[src/rtl/session_pkg.sv]
// Shared types and constants for the access-session controller.
package session_pkg;

  localparam int unsigned USER_W = 4;
  localparam logic [USER_W-1:0] NO_USER = USER_W'(0);

  typedef enum logic [1:0] {
    IDLE    = 2'd0,
    SESSION = 2'd1,
    LOCKOUT = 2'd2
  } state_e;

endpackage

[src/rtl/cycle_timer.sv]
// Loadable down-counter that saturates at zero; the zero flag is registered
// so it reads 1 during the cycle in which the count is 0.
module cycle_timer #(
  parameter int unsigned CNT_W = 32
) (
  input  logic             clk,
  input  logic             rst,
  input  logic             i_en,
  input  logic             i_load,
  input  logic [CNT_W-1:0] i_value,
  output logic             o_zero
);

  logic [CNT_W-1:0] r_cnt;
  logic             r_zero;

  always_ff @(posedge clk or negedge rst) begin
    if (!rst) begin
      r_cnt  <= '0;
      r_zero <= 1'b1;
    end else if (i_load) begin
      r_cnt  <= i_value;
      r_zero <= (i_value == '0);
    end else if (i_en && (r_cnt != '0)) begin
      r_cnt  <= r_cnt - CNT_W'(1);
      r_zero <= (r_cnt == CNT_W'(1));
    end
  end

  assign o_zero = r_zero;

endmodule

[src/rtl/session_ctrl.sv]
// Access-session controller: opens timed sessions on passing verdicts,
// counts consecutive failures and enforces a timed lockout.
module session_ctrl
  import session_pkg::*;
#(
  parameter int unsigned MAX_FAILS      = 3,
  parameter int unsigned LOCK_CYCLES    = 50_000_000,
  parameter int unsigned SESSION_CYCLES = 500_000_000,
  parameter int unsigned CNT_W          = 32
) (
  input  logic              clk,
  input  logic              rst,
  input  logic              auth_valid,
  input  logic              auth_pass,
  input  logic [USER_W-1:0] auth_user,
  input  logic              logout,
  output logic              ready,
  output logic              access,
  output logic              locked,
  output logic [USER_W-1:0] active_user,
  output logic [1:0]        fail_count,
  output logic              grant_pulse,
  output logic              deny_pulse
);

  localparam logic [CNT_W-1:0] SESS_LOAD = CNT_W'(SESSION_CYCLES - 1);
  localparam logic [CNT_W-1:0] LOCK_LOAD = CNT_W'(LOCK_CYCLES - 1);
  localparam logic [1:0]       FAIL_MAX  = 2'(MAX_FAILS);

  state_e            r_state, w_state_nxt;
  logic [USER_W-1:0] r_user, w_user_nxt;
  logic [1:0]        r_fail, w_fail_nxt, w_fail_inc;
  logic              r_ready, r_access, r_locked, r_grant, r_deny;
  logic              w_grant_nxt, w_deny_nxt;
  logic              w_load, w_timer_en, w_zero;
  logic [CNT_W-1:0]  w_load_val;

  assign w_timer_en = (r_state != IDLE);

  cycle_timer #(.CNT_W(CNT_W)) u_timer (
    .clk     (clk),
    .rst     (rst),
    .i_en    (w_timer_en),
    .i_load  (w_load),
    .i_value (w_load_val),
    .o_zero  (w_zero)
  );

  always_ff @(posedge clk or negedge rst) begin
    if (!rst) begin
      r_state  <= IDLE;
      r_user   <= NO_USER;
      r_fail   <= 2'd0;
      r_ready  <= 1'b1;
      r_access <= 1'b0;
      r_locked <= 1'b0;
      r_grant  <= 1'b0;
      r_deny   <= 1'b0;
    end else begin
      r_state  <= w_state_nxt;
      r_user   <= w_user_nxt;
      r_fail   <= w_fail_nxt;
      r_ready  <= (w_state_nxt == IDLE);
      r_access <= (w_state_nxt == SESSION);
      r_locked <= (w_state_nxt == LOCKOUT);
      r_grant  <= w_grant_nxt;
      r_deny   <= w_deny_nxt;
    end
  end

  // Verdicts are only evaluated in IDLE; SESSION/LOCKOUT wait on the timer.
  always_comb begin
    w_state_nxt = r_state;
    w_user_nxt  = r_user;
    w_fail_nxt  = r_fail;
    w_fail_inc  = r_fail + 2'd1;
    w_grant_nxt = 1'b0;
    w_deny_nxt  = 1'b0;
    w_load      = 1'b0;
    w_load_val  = '0;
    case (r_state)
      IDLE: begin
        if (auth_valid) begin
          if (auth_pass && (auth_user != NO_USER)) begin
            w_state_nxt = SESSION;
            w_user_nxt  = auth_user;
            w_fail_nxt  = 2'd0;
            w_grant_nxt = 1'b1;
            w_load      = 1'b1;
            w_load_val  = SESS_LOAD;
          end else begin
            w_deny_nxt = 1'b1;
            w_fail_nxt = w_fail_inc;
            if (w_fail_inc == FAIL_MAX) begin
              w_state_nxt = LOCKOUT;
              w_load      = 1'b1;
              w_load_val  = LOCK_LOAD;
            end
          end
        end
      end
      SESSION: begin
        if (logout || w_zero) begin
          w_state_nxt = IDLE;
          w_user_nxt  = NO_USER;
        end
      end
      LOCKOUT: begin
        if (w_zero) begin
          w_state_nxt = IDLE;
          w_fail_nxt  = 2'd0;
        end
      end
      default: begin
        w_state_nxt = IDLE;
        w_user_nxt  = NO_USER;
        w_fail_nxt  = 2'd0;
      end
    endcase
  end

  assign ready       = r_ready;
  assign access      = r_access;
  assign locked      = r_locked;
  assign active_user = r_user;
  assign fail_count  = r_fail;
  assign grant_pulse = r_grant;
  assign deny_pulse  = r_deny;

endmodule

[config.mk]
export PLATFORM = sky130hd
export DESIGN_NAME = session_ctrl
export DESIGN_NICKNAME = d
export VERILOG_FILES = /design/src/rtl/session_pkg.sv /design/src/rtl/cycle_timer.sv /design/src/rtl/session_ctrl.sv
export SDC_FILE = /design/constraint.sdc
export NUM_CORES = 1
export LEC_CHECK = 0
export ABC_AREA = 1
export ABC_CLOCK_PERIOD_IN_PS = 1900
export CAP_MARGIN = 40
export CORE_MARGIN = 1.5
export CORE_UTILIZATION = 37
export CTS_CLUSTER_DIAMETER = 120
export CTS_CLUSTER_SIZE = 24
export DETAILED_ROUTE_END_ITERATION = 10
export GPL_TIMING_DRIVEN = 0
export HOLD_SLACK_MARGIN = 0.03
export PLACE_DENSITY = 0.61
export SLEW_MARGIN = 30
export SYNTH_ARGS = -nofsm -noshare
export SYNTH_HDL_FRONTEND = slang
export SYNTH_SLANG_ARGS = --single-unit
export TNS_END_PERCENT = 100
[constraint.sdc]
create_clock -name clk -period 1.9 [get_ports clk]
set_input_delay 0.38 -clock clk [delete_from_list [all_inputs] [get_ports clk]]
set_output_delay 0.38 -clock clk [all_outputs]
set_load 0.02 [all_outputs]
==> flow_summary.ini <==
[synthesis]
synth.avg_cell_area_um2 = 6.894
netlist_area_mm2 = 0.002840
synth_top_family_by_area = simple AND/OR/NAND/NOR gates
synth_compound_area_frac = 0.08899
synth_edf_count = 0
synth-simple-area-share = 0.3960
synth_cell_types = 30
synth_cells = 412
synth_mux_area_frac = 0
synth-xor-area-share = 0.01850
yosys_warnings = 0
synthFlopType = dfrtp_1
seq_area_frac_synth = 0.4062
yosys.area_share.adder = 0.01762
async_flop_share = 1.000
synth_nets = 425
ys_ff_latch = 46

[sta]
skew_ps = 8.404
slew_headroom = 0.5881
setup_viol = 0
worstMarginPinSlew_ps = 617.9
slew_viol_final = 0
rsz0062_at_grt = true
clock.fmax_ghz = 0.5461
post-route-period-util = 0.9638
min_period_ps = 1831
fin_hold_ws_ps = 67.75
hold_violations = 0

[route]
via_per_inst = 4.991
wl_um = 7411
dr.first_iter.drc_count = 186
final_antenna_net_count = 0
firstDrtPassIters = 4
wl_per_cell_um = 13.60
dr_wl_met2_um = 3378
highest-signal-layer = met4
wl_met3_um = 469
route.detailed.drc = 0
drt-met1-wl_um = 3415
via_count = 2720

[outcome]
outcome = complete, no violations

[floorplan]
die_w_um = 90.62
core_mm2 = 0.007331
start_util = 0.3874
rows = 31
die_y_um = 90.62
ios = 20
die_area_mm2 = 0.008211

[grt]
grt.total_usage = 0.1941
grt_max_degree = 47
overflow = 0
grt_pass1_wl_um = 12650
grt_pass1_vias = 2616
grt_antenna_before_repair = 0

[cells_and_area]
instances_no_fill = 545
drive_above_1_share = 0.1166
final_nets = 458
n_fill_cell = 765
num_antenna_cells = 0
area_growth_pct = 18.68
stdcell_area_mm2 = 0.003371

[clock_tree]
ctsHoldBuffers = 0
clockBufferDepth = 2
cts_sinks = 46
clk_pin_slew_ps = 90
cts_tree = built
root_buffer = clkbuf_8
cts-buffers-inserted = 5
htree_num_levels = 2
insertion_delay_ps = 310

[place]
post_dp_cell_area_mm2 = 0.003152
gp_congestion = 0.9182
hpwl_um = 5354
place_inst = 530
io_buffers = 19

[power_and_ir_drop]
ir_drop_uv = 274.0
leakage_nw = 1.535
power_density_mw_per_mm2 = 531.3

[worst_hold_path]
holdCritPathClass = primary input to asynchronous set/reset pin

[setup_path]
crit_type = register to register
crit_family = simple AND/OR/NAND/NOR gates
crit_buf_inv = 1
path_cells = nor2_2, nand2_2, nor2_4, nand2_2, nor2_1, nor2_4, buf_2, a21oi_1, nand2_1
cp_data_required_time_ps = 2110
start_kind = register
critPathMaxStageDelay_ps = 450
worstPathArrival_ps = 2040
crit_fanout = 10
slowest_stage = dfrtp_1
end_kind = register

[job]
maxCapViolations = 0
==> power breakdown <==
group | leakage [nW] | total, mW | switching (mW) | internal, mW
clock | 0.0514 | 0.756 | 0.363 | 0.393
sequential | 0.550 | 0.982 | 0.00142 | 0.980
combinational | 0.934 | 0.0532 | 0.0323 | 0.0208
total | 1.54 | 1.79 | 0.397 | 1.39
==> stage by stage <==
step	setup TNS [ps]	worst slack [ps]	power, mW	util
2_1_floorplan	0	195.0	1.013	-
3_3_place_gp	-55400	-942.2	1.057	0.4303
3_5_place_dp	-12830	-481.0	1.056	0.4299
4_1_cts	0	24.43	1.807	0.4520
5_1_grt	-488.5	-72.84	1.845	0.4598
6_report	0	68.85	1.791	0.4598
==> what timing repair did <==
action / 4_1_cts / 5_1_grt
buffers inserted: 4 / 3
setup endpoints to repair: 31 / 30
resized for setup: 7 / 14
pin swaps: 2 / 1
==> per-layer routing <==
layer / vias to the layer above / track usage
li1: 1385 / -
met1: 1247 / 0.2666
met2: 76 / 0.3139
met3: 12 / 0.02946
met4: 0 / 0.05952
met5: - / 0
==> worst paths after layout <==
check / from / end / slack [ps] / depth (start not counted)
worst max-delay path: u_timer.r_cnt[15] / u_timer.r_cnt[6] / 70 / 9
worst min-delay path: rst / active_user[3] / 70 / 1
worst max register to register: u_timer.r_cnt[15] / u_timer.r_cnt[6] / 70 / 9
worst min register to register: active_user[3] / active_user[3] / 490 / 2
max in group asynchronous: rst / u_timer.r_cnt[20] / 1370 / 1
min in group clk: active_user[3] / active_user[3] / 490 / 2
==> cell families (layout without fill, tap and decap cells) <==
group                    count (synthesis)  count (layout)
flip-flops                              46              46
buffers and inverters                   47              81
XOR/XNOR                                 6               6
AO/OA/AOI/OAI                           44              44
AND/OR/NAND/NOR                        265             265
adder cells (fa/ha/maj)                  4               4
==> sequential cells by signal, indices dropped and copies added (netlist names), 2 cells and up <==
signal and flops:
u_timer.r_cnt 32, fail_count 2, r_state 2, active_user 4
==> synthesized netlist by cell type, types with 2 or more instances <==
master    number  area (um^2)
nand2_2        3        18.77
nand2_1      137        514.2
ha_1           4        50.05
nor2_2         5        31.28
xor2_1         6        52.55
buf_2          2        10.01
nand4_1        9        56.30
o21ai_0       21        105.1
dfstp_2        2        52.55
o31ai_1        4        30.03
nor3_1         2        10.01
nand3_1       36        180.2
nor2_4         2        22.52
inv_1         39        146.4
o21bai_1       4        30.03
nor2_1        65        244.0
dfrtp_1       44         1101
nand3b_1       4        30.03
a21oi_1        5        25.02
o21ai_1        8        40.04
==> placed cells by master (no fill, tap or decap), drive strengths merged, types with 7 or more instances in the layout <==
| cell type | netlist | final |
|---|---|---|
| o21ai | 30 | 30 |
| nand2 | 141 | 141 |
| dfrtp | 44 | 44 |
| nand3 | 36 | 36 |
| nor2 | 72 | 72 |
| inv | 40 | 41 |
| clkbuf | 1 | 7 |
| nand4 | 9 | 9 |
| buf | 5 | 13 |
| clkdlybuf4s50 | 0 | 18 |
==> layout make-up <==
cell class	instances	area, um^2	area share
timing repair buffer	26	240.2	0.07127
clock buffer	6	72.57	0.02153
inverter	41	158.9	0.04714
tap	99	123.9	0.03675
clock inverter	2	37.54	0.01114
multi-input combinational	319	1533	0.4547
sequential	46	1156	0.3430
buffer	6	48.80	0.01448
Note: power is estimated with default switching activity, not from simulation.
